`src/rtl/tetris_input_pkg.sv`:
```
// Shared definitions for the Tetris input-conditioning block.
//   - HID keycodes for the five game commands, "no command" and keyboard rollover
//   - rpt_state_t: states of the per-key delayed-auto-shift / repeat unit
//   - key_in_slots(): true when a keycode appears in any of the four HID slots
package tetris_input_pkg;

    localparam logic [7:0] KC_LEFT     = 8'h04;
    localparam logic [7:0] KC_RIGHT    = 8'h07;
    localparam logic [7:0] KC_SOFT     = 8'h16;
    localparam logic [7:0] KC_ROT      = 8'h1A;
    localparam logic [7:0] KC_HARD     = 8'h2C;
    localparam logic [7:0] KC_NONE     = 8'h00;
    localparam logic [7:0] KC_ROLLOVER = 8'h01;

    typedef enum logic [1:0] {
        IDLE,
        DAS,
        REPEAT
    } rpt_state_t;

    function automatic logic key_in_slots(input logic [31:0] kc, input logic [7:0] code);
        return (kc[7:0] == code) || (kc[15:8] == code) ||
               (kc[23:16] == code) || (kc[31:24] == code);
    endfunction

endpackage

```
`src/rtl/tetris_input_ctrl_if.sv`:
```
// Keycode bus between the USB GPIO side and the input controller.
//   keycode      : four raw HID keycode slots (GPIO side drives)
//   cmd_keycode  : filtered command for the current frame (controller drives)
//   cmd_valid    : one-cycle pulse when cmd_keycode is refreshed
//   held_mask    : debug snapshot {hard, rot, soft, right, left}
// master = GPIO / game-logic side, slave = tetris_input_ctrl.
interface tetris_input_ctrl_if;
    import tetris_input_pkg::*;

    logic [31:0] keycode;
    logic [7:0]  cmd_keycode;
    logic        cmd_valid;
    logic [4:0]  held_mask;

    modport master (output keycode, input cmd_keycode, input cmd_valid, input held_mask);
    modport slave  (input keycode, output cmd_keycode, output cmd_valid, output held_mask);

endinterface

```
`src/rtl/key_repeat_unit.sv`:
```
// Delayed-auto-shift / auto-repeat unit for one key, advanced once per frame strobe.
//   held, press : key level and press edge from the current frame snapshot
//   strobe      : one-cycle frame strobe; state only moves on this cycle
//   force_idle  : park the unit in IDLE without firing (left+right conflict)
//   fire        : combinational fire request, only asserted during strobe
// USE_DAS = 0 skips the initial delay and goes straight to REPEAT.
module key_repeat_unit
    import tetris_input_pkg::*;
#(
    parameter bit USE_DAS   = 1'b1,
    parameter int DAS_DELAY = 10,
    parameter int PERIOD    = 3,
    parameter int CNT_W     = 6
) (
    input  logic Clk,
    input  logic reset_rtl_0,
    input  logic held,
    input  logic press,
    input  logic strobe,
    input  logic force_idle,
    output logic fire
);

    localparam logic [CNT_W-1:0] DAS_LAST = CNT_W'(DAS_DELAY - 1);
    localparam logic [CNT_W-1:0] PER_LAST = CNT_W'(PERIOD - 1);
    localparam logic [CNT_W-1:0] CNT_MAX  = '1;

    rpt_state_t       state, state_n;
    logic [CNT_W-1:0] cnt, cnt_n, cnt_inc;

    // Saturating increment: a stuck key never wraps the counter.
    assign cnt_inc = (cnt == CNT_MAX) ? cnt : cnt + CNT_W'(1);

    always_ff @(posedge Clk) begin
        if (!reset_rtl_0) begin
            state <= IDLE;
            cnt   <= '0;
        end else if (strobe) begin
            state <= state_n;
            cnt   <= cnt_n;
        end
    end

    always_comb begin
        state_n = state;
        cnt_n   = cnt;
        fire    = 1'b0;
        if (force_idle) begin
            state_n = IDLE;
            cnt_n   = '0;
        end else begin
            case (state)
                IDLE: begin
                    if (press) begin
                        fire  = strobe;
                        cnt_n = '0;
                        if (USE_DAS) state_n = DAS;
                        else         state_n = REPEAT;
                    end
                end
                DAS: begin
                    if (!held) begin
                        state_n = IDLE;
                        cnt_n   = '0;
                    end else if (cnt == DAS_LAST) begin
                        fire    = strobe;
                        cnt_n   = '0;
                        state_n = REPEAT;
                    end else begin
                        cnt_n = cnt_inc;
                    end
                end
                REPEAT: begin
                    if (!held) begin
                        state_n = IDLE;
                        cnt_n   = '0;
                    end else if (cnt == PER_LAST) begin
                        fire  = strobe;
                        cnt_n = '0;
                    end else begin
                        cnt_n = cnt_inc;
                    end
                end
                default: begin
                    state_n = IDLE;
                    cnt_n   = '0;
                end
            endcase
        end
    end

endmodule

```
`src/rtl/tetris_input_ctrl.sv`:
```
// Input conditioning between the USB keycode GPIO and the Tetris game logic.
// Once per video frame it snapshots the HID slots, detects presses, applies
// DAS/auto-repeat to left/right/soft-drop and picks at most one command.
//   Clk         : 100 MHz system clock
//   reset_rtl_0 : synchronous active-low reset
//   frame_clk   : vsync, asynchronous to Clk
//   bus         : keycode in; cmd_keycode / cmd_valid / held_mask out
module tetris_input_ctrl
    import tetris_input_pkg::*;
#(
    parameter int DAS_DELAY   = 10,
    parameter int ARR_PERIOD  = 3,
    parameter int SOFT_PERIOD = 2,
    parameter int CNT_W       = 6
) (
    input  logic               Clk,
    input  logic               reset_rtl_0,
    input  logic               frame_clk,
    tetris_input_ctrl_if.slave bus
);

    logic       frame_sync_p0, frame_sync_p1, frame_sync_p2;
    logic       strobe;
    logic       rollover;
    logic [4:0] snap_raw, snap, prev_snap;
    logic       press_left, press_right, press_soft, press_rot, press_hard;
    logic       lr_both;
    logic       fire_left, fire_right, fire_soft;
    logic       pending_rot, pending_hard, pend_rot, pend_hard;
    logic       clr_rot, clr_hard;
    logic [7:0] cmd_n, cmd_keycode_r;
    logic       cmd_valid_r;

    // Stage p0/p1: two-flop synchronizer; p2: edge register for the strobe.
    always_ff @(posedge Clk) begin
        if (!reset_rtl_0) begin
            frame_sync_p0 <= 1'b0;
            frame_sync_p1 <= 1'b0;
            frame_sync_p2 <= 1'b0;
        end else begin
            frame_sync_p0 <= frame_clk;
            frame_sync_p1 <= frame_sync_p0;
            frame_sync_p2 <= frame_sync_p1;
        end
    end

    assign strobe = frame_sync_p1 & ~frame_sync_p2;

    // Snapshot bit order {hard, rot, soft, right, left}.
    assign snap_raw = {key_in_slots(bus.keycode, KC_HARD),
                       key_in_slots(bus.keycode, KC_ROT),
                       key_in_slots(bus.keycode, KC_SOFT),
                       key_in_slots(bus.keycode, KC_RIGHT),
                       key_in_slots(bus.keycode, KC_LEFT)};

    // Keyboard rollover reports garbage in every slot; keep the last good view.
    assign rollover = (bus.keycode[7:0]   == KC_ROLLOVER) && (bus.keycode[15:8]  == KC_ROLLOVER) &&
                      (bus.keycode[23:16] == KC_ROLLOVER) && (bus.keycode[31:24] == KC_ROLLOVER);
    assign snap     = rollover ? prev_snap : snap_raw;

    assign lr_both = snap[0] & snap[1];

    // A left/right key surviving a left+right chord counts as a fresh press,
    // since its unit was parked in IDLE while both were down.
    assign press_left  = snap[0] & (~prev_snap[0] | prev_snap[1]);
    assign press_right = snap[1] & (~prev_snap[1] | prev_snap[0]);
    assign press_soft  = snap[2] & ~prev_snap[2];
    assign press_rot   = snap[3] & ~prev_snap[3];
    assign press_hard  = snap[4] & ~prev_snap[4];

    key_repeat_unit #(.USE_DAS(1'b1), .DAS_DELAY(DAS_DELAY), .PERIOD(ARR_PERIOD), .CNT_W(CNT_W)) u_left (
        .Clk(Clk), .reset_rtl_0(reset_rtl_0), .held(snap[0]), .press(press_left),
        .strobe(strobe), .force_idle(lr_both), .fire(fire_left));

    key_repeat_unit #(.USE_DAS(1'b1), .DAS_DELAY(DAS_DELAY), .PERIOD(ARR_PERIOD), .CNT_W(CNT_W)) u_right (
        .Clk(Clk), .reset_rtl_0(reset_rtl_0), .held(snap[1]), .press(press_right),
        .strobe(strobe), .force_idle(lr_both), .fire(fire_right));

    key_repeat_unit #(.USE_DAS(1'b0), .DAS_DELAY(DAS_DELAY), .PERIOD(SOFT_PERIOD), .CNT_W(CNT_W)) u_soft (
        .Clk(Clk), .reset_rtl_0(reset_rtl_0), .held(snap[2]), .press(press_soft),
        .strobe(strobe), .force_idle(1'b0), .fire(fire_soft));

    // Pending flags include this frame's press so a same-frame press can win.
    assign pend_hard = pending_hard | press_hard;
    assign pend_rot  = pending_rot  | press_rot;

    always_comb begin
        cmd_n    = KC_NONE;
        clr_hard = 1'b0;
        clr_rot  = 1'b0;
        if (pend_hard) begin
            cmd_n    = KC_HARD;
            clr_hard = 1'b1;
        end else if (pend_rot) begin
            cmd_n   = KC_ROT;
            clr_rot = 1'b1;
        end else if (fire_left) begin
            cmd_n = KC_LEFT;
        end else if (fire_right) begin
            cmd_n = KC_RIGHT;
        end else if (fire_soft) begin
            cmd_n = KC_SOFT;
        end
    end

    // Strobe stage: commit snapshot, pending flags and the frame's command.
    always_ff @(posedge Clk) begin
        if (!reset_rtl_0) begin
            prev_snap     <= '0;
            pending_hard  <= 1'b0;
            pending_rot   <= 1'b0;
            cmd_keycode_r <= KC_NONE;
            cmd_valid_r   <= 1'b0;
        end else begin
            cmd_valid_r <= strobe;
            if (strobe) begin
                prev_snap     <= snap;
                pending_hard  <= pend_hard & ~clr_hard;
                pending_rot   <= pend_rot & ~clr_rot;
                cmd_keycode_r <= cmd_n;
            end
        end
    end

    assign bus.cmd_keycode = cmd_keycode_r;
    assign bus.cmd_valid   = cmd_valid_r;
    assign bus.held_mask   = prev_snap;

endmodule

```
`src/flat_wrapper.sv`:
```
// flat-port wrapper written by rule: the top's interface ports become plain ports
module tetris_input_ctrl_flat import tetris_input_pkg::*;
#(
    parameter int DAS_DELAY   = 10,
    parameter int ARR_PERIOD  = 3,
    parameter int SOFT_PERIOD = 2,
    parameter int CNT_W       = 6
)
  (Clk, reset_rtl_0, frame_clk, bus_keycode, bus_cmd_keycode, bus_cmd_valid, bus_held_mask);
  tetris_input_ctrl_if bus_i ();
  input  logic Clk;
  input  logic reset_rtl_0;
  input  logic frame_clk;
  input wire logic [$bits(bus_i.keycode)-1:0] bus_keycode;
  output wire logic [$bits(bus_i.cmd_keycode)-1:0] bus_cmd_keycode;
  output wire logic [$bits(bus_i.cmd_valid)-1:0] bus_cmd_valid;
  output wire logic [$bits(bus_i.held_mask)-1:0] bus_held_mask;
  assign bus_i.keycode = bus_keycode;
  assign bus_cmd_keycode = bus_i.cmd_keycode;
  assign bus_cmd_valid = bus_i.cmd_valid;
  assign bus_held_mask = bus_i.held_mask;
  tetris_input_ctrl #(.DAS_DELAY(DAS_DELAY), .ARR_PERIOD(ARR_PERIOD), .SOFT_PERIOD(SOFT_PERIOD), .CNT_W(CNT_W)) u_core (.Clk(Clk), .reset_rtl_0(reset_rtl_0), .frame_clk(frame_clk), .bus(bus_i));
endmodule
```
`config.mk`:
```
export PLATFORM = sky130hd
export DESIGN_NAME = tetris_input_ctrl_flat
export DESIGN_NICKNAME = d
export VERILOG_FILES = /design/src/rtl/tetris_input_pkg.sv /design/src/rtl/tetris_input_ctrl_if.sv /design/src/rtl/key_repeat_unit.sv /design/src/rtl/tetris_input_ctrl.sv /design/src/flat_wrapper.sv
export SDC_FILE = /design/constraint.sdc
export NUM_CORES = 1
export LEC_CHECK = 0
export BUFFER_PORTS_ARGS = -buffer_cell sky130_fd_sc_hd__buf_2
export CAP_MARGIN = 10
export CORE_MARGIN = 2
export CORE_UTILIZATION = 56
export CTS_CLUSTER_DIAMETER = 200
export DETAILED_ROUTE_END_ITERATION = 8
export PLACE_DENSITY = 0.87
export SLEW_MARGIN = 20
export SYNTH_ARGS = -nofsm -noshare
export SYNTH_HDL_FRONTEND = slang
export SYNTH_SLANG_ARGS = --single-unit
```
`constraint.sdc`:
```
create_clock -name Clk -period 2.75 [get_ports Clk]
set_input_delay 0.1375 -clock Clk [delete_from_list [all_inputs] [get_ports Clk]]
set_output_delay 0.1375 -clock Clk [all_outputs]
set_load 0.1 [all_outputs]
```
==> results of run 1 <==
-- worst paths after layout --
check	start	endpoint	slack (ps)
min reg2reg	u_core.frame_sync_p0	u_core.frame_sync_p1	430
max reg2reg	u_core.u_left.state[0]	u_core.bus.cmd_keycode[4]	440
min	frame_clk	u_core.frame_sync_p0	50
max	bus_keycode[25]	u_core.bus.cmd_keycode[4]	360
-- area by class of cell --
class / instances / area, µm²
multi-input cells: 267 / 1777
fillers: 410 / 1614
flip-flops and latches: 39 / 780.7
repair buffers: 48 / 245.2
clock buffers: 5 / 68.82
well taps: 54 / 67.56
inverters: 17 / 63.81
clock inverters: 3 / 43.79
-- through the flow --
| stage | worst slack [ps] | cell area, µm² |
|---|---|---|
| finish | 357.6 | 3047 |
| global placement | 310.4 | 2934 |
| detailed placement | 102.8 | 2934 |
| CTS | 418.8 | 3047 |
| floorplan | 143.5 | 2668 |
| global route | 273.3 | 3047 |
-- routing by layer --
layer,up-vias,wire length [µm]
li1,1318,-
met1,1264,2756
met2,69,3274
met3,12,320
met4,0,96
met5,-,0
-- power breakdown --
group / switching, mW / total [mW] / internal, mW
sequential: 0.00318 / 0.574 / 0.571
combinational: 0.109 / 0.152 / 0.0430
clock: 0.211 / 0.481 / 0.270
-- sequential cells by signal, indices dropped and copies added, names as in the netlist, 2 cells and up --
name	count
u_core.bus.cmd_keycode	6
u_core.u_left.cnt	6
u_core.u_right.cnt	6
u_core.u_soft.cnt	6
u_core.bus.held_mask	5
u_core.u_left.state	2
u_core.u_right.state	2
-- cell usage after synthesis (all sizes together) (2+ instances only) --
cell | number | share of area, %
a211oi | 6 | 1.7
a21o | 2 | 0.56
a21oi | 16 | 3.0
a22oi | 3 | 0.85
a32oi | 3 | 0.99
and2 | 3 | 0.70
and3 | 6 | 1.4
buf | 3 | 0.75
clkbuf | 7 | 0.99
dfxtp | 39 | 29
ha | 18 | 8.5
inv | 17 | 2.4
mux2i | 5 | 1.9
nand2 | 22 | 3.1
nand2b | 4 | 0.94
nand3 | 29 | 5.4
nand3b | 6 | 1.7
nand4 | 12 | 3.1
nand4b | 2 | 0.66
nor2 | 37 | 5.2
nor2b | 7 | 1.6
nor3 | 9 | 1.7
nor3b | 2 | 0.56
nor4 | 10 | 3.9
nor4b | 6 | 2.4
nor4bb | 4 | 1.5
o211ai | 2 | 0.75
o21a | 3 | 0.85
o21ai | 16 | 3.0
o21bai | 2 | 0.99
o22ai | 2 | 0.47
o31ai | 4 | 1.1
or2 | 2 | 0.47
or3 | 2 | 0.47
or4 | 2 | 0.56
xnor2 | 3 | 0.99
-- logic make-up (layout without fill, tap and decap cells) --
family | after synthesis | count (layout) | synth area share (%)
xor gates and xnor gates | 3 | 3 | 0.9866
adders and majority gates | 18 | 18 | 8.455
other | 1 | 2 | 0.1408
AOI/OAI and AO/OA | 68 | 68 | 17.43
muxes | 6 | 6 | 2.302
and+or+nand+nor | 170 | 170 | 37.25
DFF | 39 | 39 | 29.31
buffers and inverters | 27 | 73 | 4.133
==> results.sh, run 1 <==
export IMPL_ant_nets=0
export IMPL_cts_made_buffers=5
export IMPL_fin_tns_setup_ps=0
export IMPL_slew_viol_final=0
export IMPL_die_w_um=72.97
export IMPL_initial_core_util_pct=57.15
export IMPL_syn2layout_area_growth_pct=14.37
export IMPL_synth_seq_cells=39
export IMPL_mostFrequentLayoutCells="46 x buf_2, 39 x dfxtp_1, 37 x nor2_1"
export IMPL_fin_skew_ps=13.52
export IMPL_cts_hold_buf=0
export IMPL_grt_pass1_wl_mm=10.73
export IMPL_yosysUniqueCellTypes=60
export IMPL_clk_latency_ps=310
export IMPL_grt_pass1_vias=2503
export IMPL_grt_use_met2_pct=45.76
export IMPL_die_area_um2=5325
export IMPL_rsz0062_at_grt="no"
export IMPL_cpMaxStageDelayCell="a2111oi_0"
export IMPL_cp_depth=9
export IMPL_rr_worst_depth=9
export IMPL_totalWireLength_mm=6.448
export IMPL_die_h_um=72.97
export IMPL_n_antenna_cell=0
export IMPL_min_period_ps=2392
export IMPL_setup_worst_path_end_class="flip-flop"
export IMPL_powerDensity_nw_per_um2=396.3
export IMPL_ys_flop_type="dfxtp_1"
export IMPL_post_drt_via_cell_ratio=6.150
export IMPL_hold_path_class="input pin to flip-flop"
export IMPL_crit_buf_inv=2
export IMPL_synthArstFlopShare_pct=0
export IMPL_grt_antenna_before_repair=0
export IMPL_vias=2663
export IMPL_path_max_fanout=5
export IMPL_syn_area_um2=2664
export IMPL_grt_max_degree=17
export IMPL_final_cell_count_no_fill=433
export IMPL_hold_viol=0
export IMPL_relSlewSlack_pct=54.70
export IMPL_path_clk_slew_ps=80
export IMPL_firstDrtPassIters=6
export IMPL_cts_num_sinks=39
export IMPL_cts_max_level=2
export IMPL_gp_congestion=0.9363
export IMPL_grt_overflow=0
export IMPL_placed_cells=425
export IMPL_worst_slew_pin_slew_ps=662.3
export IMPL_cp_arrival_ps=2570
export IMPL_port_buffers=46
export IMPL_met1_usage_pct=30.01
export IMPL_seq_area_frac_synth_pct=29.31
export IMPL_synth_cells=332
export IMPL_power_leakage_nw=1.199
export IMPL_path_cells="buf_2, nor4_2, nand4_1, nor4_1, o21bai_1, a2111oi_0, buf_4, nand3b_1, o32ai_1"
export IMPL_cts_tree="yes"
export IMPL_synth_avg_cell_area_um2=8.024
export IMPL_layout_commonest_cell="buf_2"
export IMPL_drc=0
export IMPL_drv_cap=0
export IMPL_yosys_warnings=0
export IMPL_fp_coreArea_um2=4661
export IMPL_whs_path_depth=2
export IMPL_track_usage_pct=25.55
export IMPL_clockBufferDepth=2
export IMPL_grt_busiest_layer="met2"
export IMPL_hold_ws_ps=47.38
export IMPL_nets=431
export IMPL_synth_edf_count=0
export IMPL_grtUsageMet3_pct=6.768
export IMPL_fmax_mhz=418.0
export IMPL_ir_worst_vdd_uv=387.6
export IMPL_critPathRequiredTime_ps=2930
export IMPL_crit_type="input pin to flip-flop"
export IMPL_drive_gt1_share_pct=19.00
export IMPL_ios=49
export IMPL_cp_top_family="simple AND/OR/NAND/NOR gates"
export IMPL_startpoint_type="input pin"
export IMPL_final_util_pct=65.37
export IMPL_drtIter0Drc=171
export IMPL_cts_setup_buffers=0
export IMPL_max_stage_delay_ps=550
export IMPL_hpwl_mm=4.887
export IMPL_fin_crit_sh_pct=87.00
export IMPL_status="completed"
export IMPL_placementRows=25
export IMPL_drt_wirelength_per_cell_um=14.89
export IMPL_setup_viol=0
export IMPL_p_total_mw=1.207
export IMPL_clock_tree_root_cell="clkbuf_8"
export IMPL_cts_resized=0
No activity file was read; power rests on OpenSTA's default activity.
==> inputs of run 2 (changes only) <==
PLACE_DENSITY = 0.78   (was 0.87)
==> run 2 against run 1 <==
Worst setup slack improved by 280 ps. Critical path depth shrank 1. Via count shrank 2.9%. Power is 6.8% higher. Die area stayed put. Final area rose by 0.66%.
==> results.sh, run 2 (same netlist as run 1, synthesis figures left out) <==
export IMPL_status="completed"
export IMPL_drc=0
export IMPL_initial_core_util_pct=57.15
export IMPL_worst_slew_pin_slew_ps=591.1
export IMPL_cts_setup_buffers=0
export IMPL_setup_worst_path_end_class="flip-flop"
export IMPL_rr_worst_depth=9
export IMPL_post_drt_via_cell_ratio=5.975
export IMPL_whs_path_depth=2
export IMPL_port_buffers=46
export IMPL_fmax_mhz=472.8
export IMPL_hold_path_class="input pin to flip-flop"
export IMPL_die_area_um2=5325
export IMPL_drive_gt1_share_pct=18.73
export IMPL_fin_tns_setup_ps=0
export IMPL_hold_viol=0
export IMPL_max_stage_delay_ps=480
export IMPL_cts_tree="yes"
export IMPL_totalWireLength_mm=5.900
export IMPL_grt_max_degree=17
export IMPL_path_cells="buf_2, nor4_2, nand4_1, nor4_4, o221ai_2, o21bai_4, or4b_1, a21oi_1"
export IMPL_cts_resized=0
export IMPL_cts_hold_buf=0
export IMPL_cts_made_buffers=5
export IMPL_rsz0062_at_grt="no"
export IMPL_regToRegSetupSlack_ps=640
export IMPL_crit_type="input pin to flip-flop"
export IMPL_r2r_start="u_core.u_left.state[0]"
export IMPL_relSlewSlack_pct=60.18
export IMPL_critPathRequiredTime_ps=2990
export IMPL_vias=2587
export IMPL_powerDensity_nw_per_um2=420.5
export IMPL_n_antenna_cell=0
export IMPL_startpoint_type="input pin"
export IMPL_drt_wirelength_per_cell_um=13.63
export IMPL_ant_nets=0
export IMPL_path_clk_slew_ps=80
export IMPL_min_period_ps=2115
export IMPL_placementRows=25
export IMPL_power_leakage_nw=1.206
export IMPL_fin_skew_ps=12.17
export IMPL_ir_worst_vdd_uv=351.8
export IMPL_mostFrequentLayoutCells="46 x buf_2, 39 x dfxtp_1, 37 x nor2_1"
export IMPL_slew_viol_final=0
export IMPL_path_max_fanout=9
export IMPL_clock_tree_root_cell="clkbuf_8"
export IMPL_timing_rr_end="u_core.bus.cmd_keycode[4]"
export IMPL_hpwl_mm=4.664
export IMPL_die_h_um=72.97
export IMPL_worstHoldEndpoint="u_core.frame_sync_p0"
export IMPL_setup_viol=0
export IMPL_cp_arrival_ps=2350
export IMPL_gp_congestion=0.9119
export IMPL_min_from="frame_clk"
export IMPL_clk_latency_ps=300
export IMPL_layout_commonest_cell="buf_2"
export IMPL_final_util_pct=65.80
export IMPL_track_usage_pct=24.25
export IMPL_nets=431
export IMPL_n_fill_cell=417
export IMPL_syn2layout_area_growth_pct=15.12
export IMPL_ios=49
export IMPL_grt_pass1_wl_mm=10.43
export IMPL_grt_antenna_before_repair=0
export IMPL_grt_pass1_vias=2455
export IMPL_clockBufferDepth=2
export IMPL_drv_cap=0
export IMPL_firstDrtPassIters=4
export IMPL_fin_crit_sh_pct=76.92
export IMPL_drtIter0Drc=193
export IMPL_cpMaxStageDelayCell="or4b_1"
export IMPL_grt_overflow=0
export IMPL_fp_coreArea_um2=4661
export IMPL_die_w_um=72.97
export IMPL_cts_num_sinks=39
export IMPL_cts_max_level=2
-- run 2: layer usage --
metal / track usage, % / routed length (µm) / vias up
li1: - / - / 1320
met2: 41.41 / 2843 / 52
met5: 0 / 0 / -
met1: 30.52 / 2736 / 1209
met3: 4.558 / 256 / 6
met4: 8.436 / 64 / 0
-- run 2: critical path, delay by kind of cell --
| kind | cells | cell delay [ps] |
|---|---|---|
| AO/OA/AOI/OAI | 3 | 640 |
| AND/OR/NAND/NOR | 4 | 1450 |
| buffers and inverters | 1 | 120 |
-- run 2: area by class of cell --
type	instances	area, µm²	area share (%)
well taps	54	67.56	2.203
inverters	17	63.81	2.081
multi-input cells	267	1777	57.94
flip-flops and latches	39	780.7	25.46
clock inverters	2	60.06	1.958
repair buffers	48	245.2	7.997
clock buffers	6	72.57	2.366
-- run 2: how the worst max path moves through the flow --
stage | from | endpoint | slack [ps] | depth (start not counted)
after floorplan | u_core.bus.held_mask[1] | u_core.u_right.state[1] | 140 | 6
after global placement | bus_keycode[25] | u_core.bus.cmd_keycode[4] | 310 | 9
after detailed placement | bus_keycode[25] | u_core.bus.cmd_keycode[4] | 340 | 9
after CTS | u_core.u_left.state[0] | u_core.bus.cmd_keycode[4] | 590 | 9
after global routing | bus_keycode[23] | u_core.u_right.cnt[1] | 410 | 8
final | bus_keycode[25] | u_core.u_right.state[1] | 630 | 8
-- run 2: power breakdown --
part / switching, mW / internal, mW / leakage (nW)
sequential: 0.00320 / 0.571 / 0.315
combinational: 0.107 / 0.0430 / 0.825
clock: 0.202 / 0.363 / 0.0654
-- run 2: metrics by stage --
step / hold slack (ps) / total power, mW / instance area [µm²] / instances / worst slack, ps
2_1_floorplan: 264.8 / 0.6841 / 2668 / 333 / 143.5
3_3_place_gp: 344.1 / 0.7350 / 2934 / 425 / 313.4
3_5_place_dp: 352.4 / 0.7372 / 2934 / 425 / 337.9
4_1_cts: 44.36 / 1.301 / 3067 / 433 / 590.0
5_1_grt: 51.83 / 1.337 / 3067 / 433 / 405.4
6_report: 50.99 / 1.289 / 3067 / 433 / 634.7
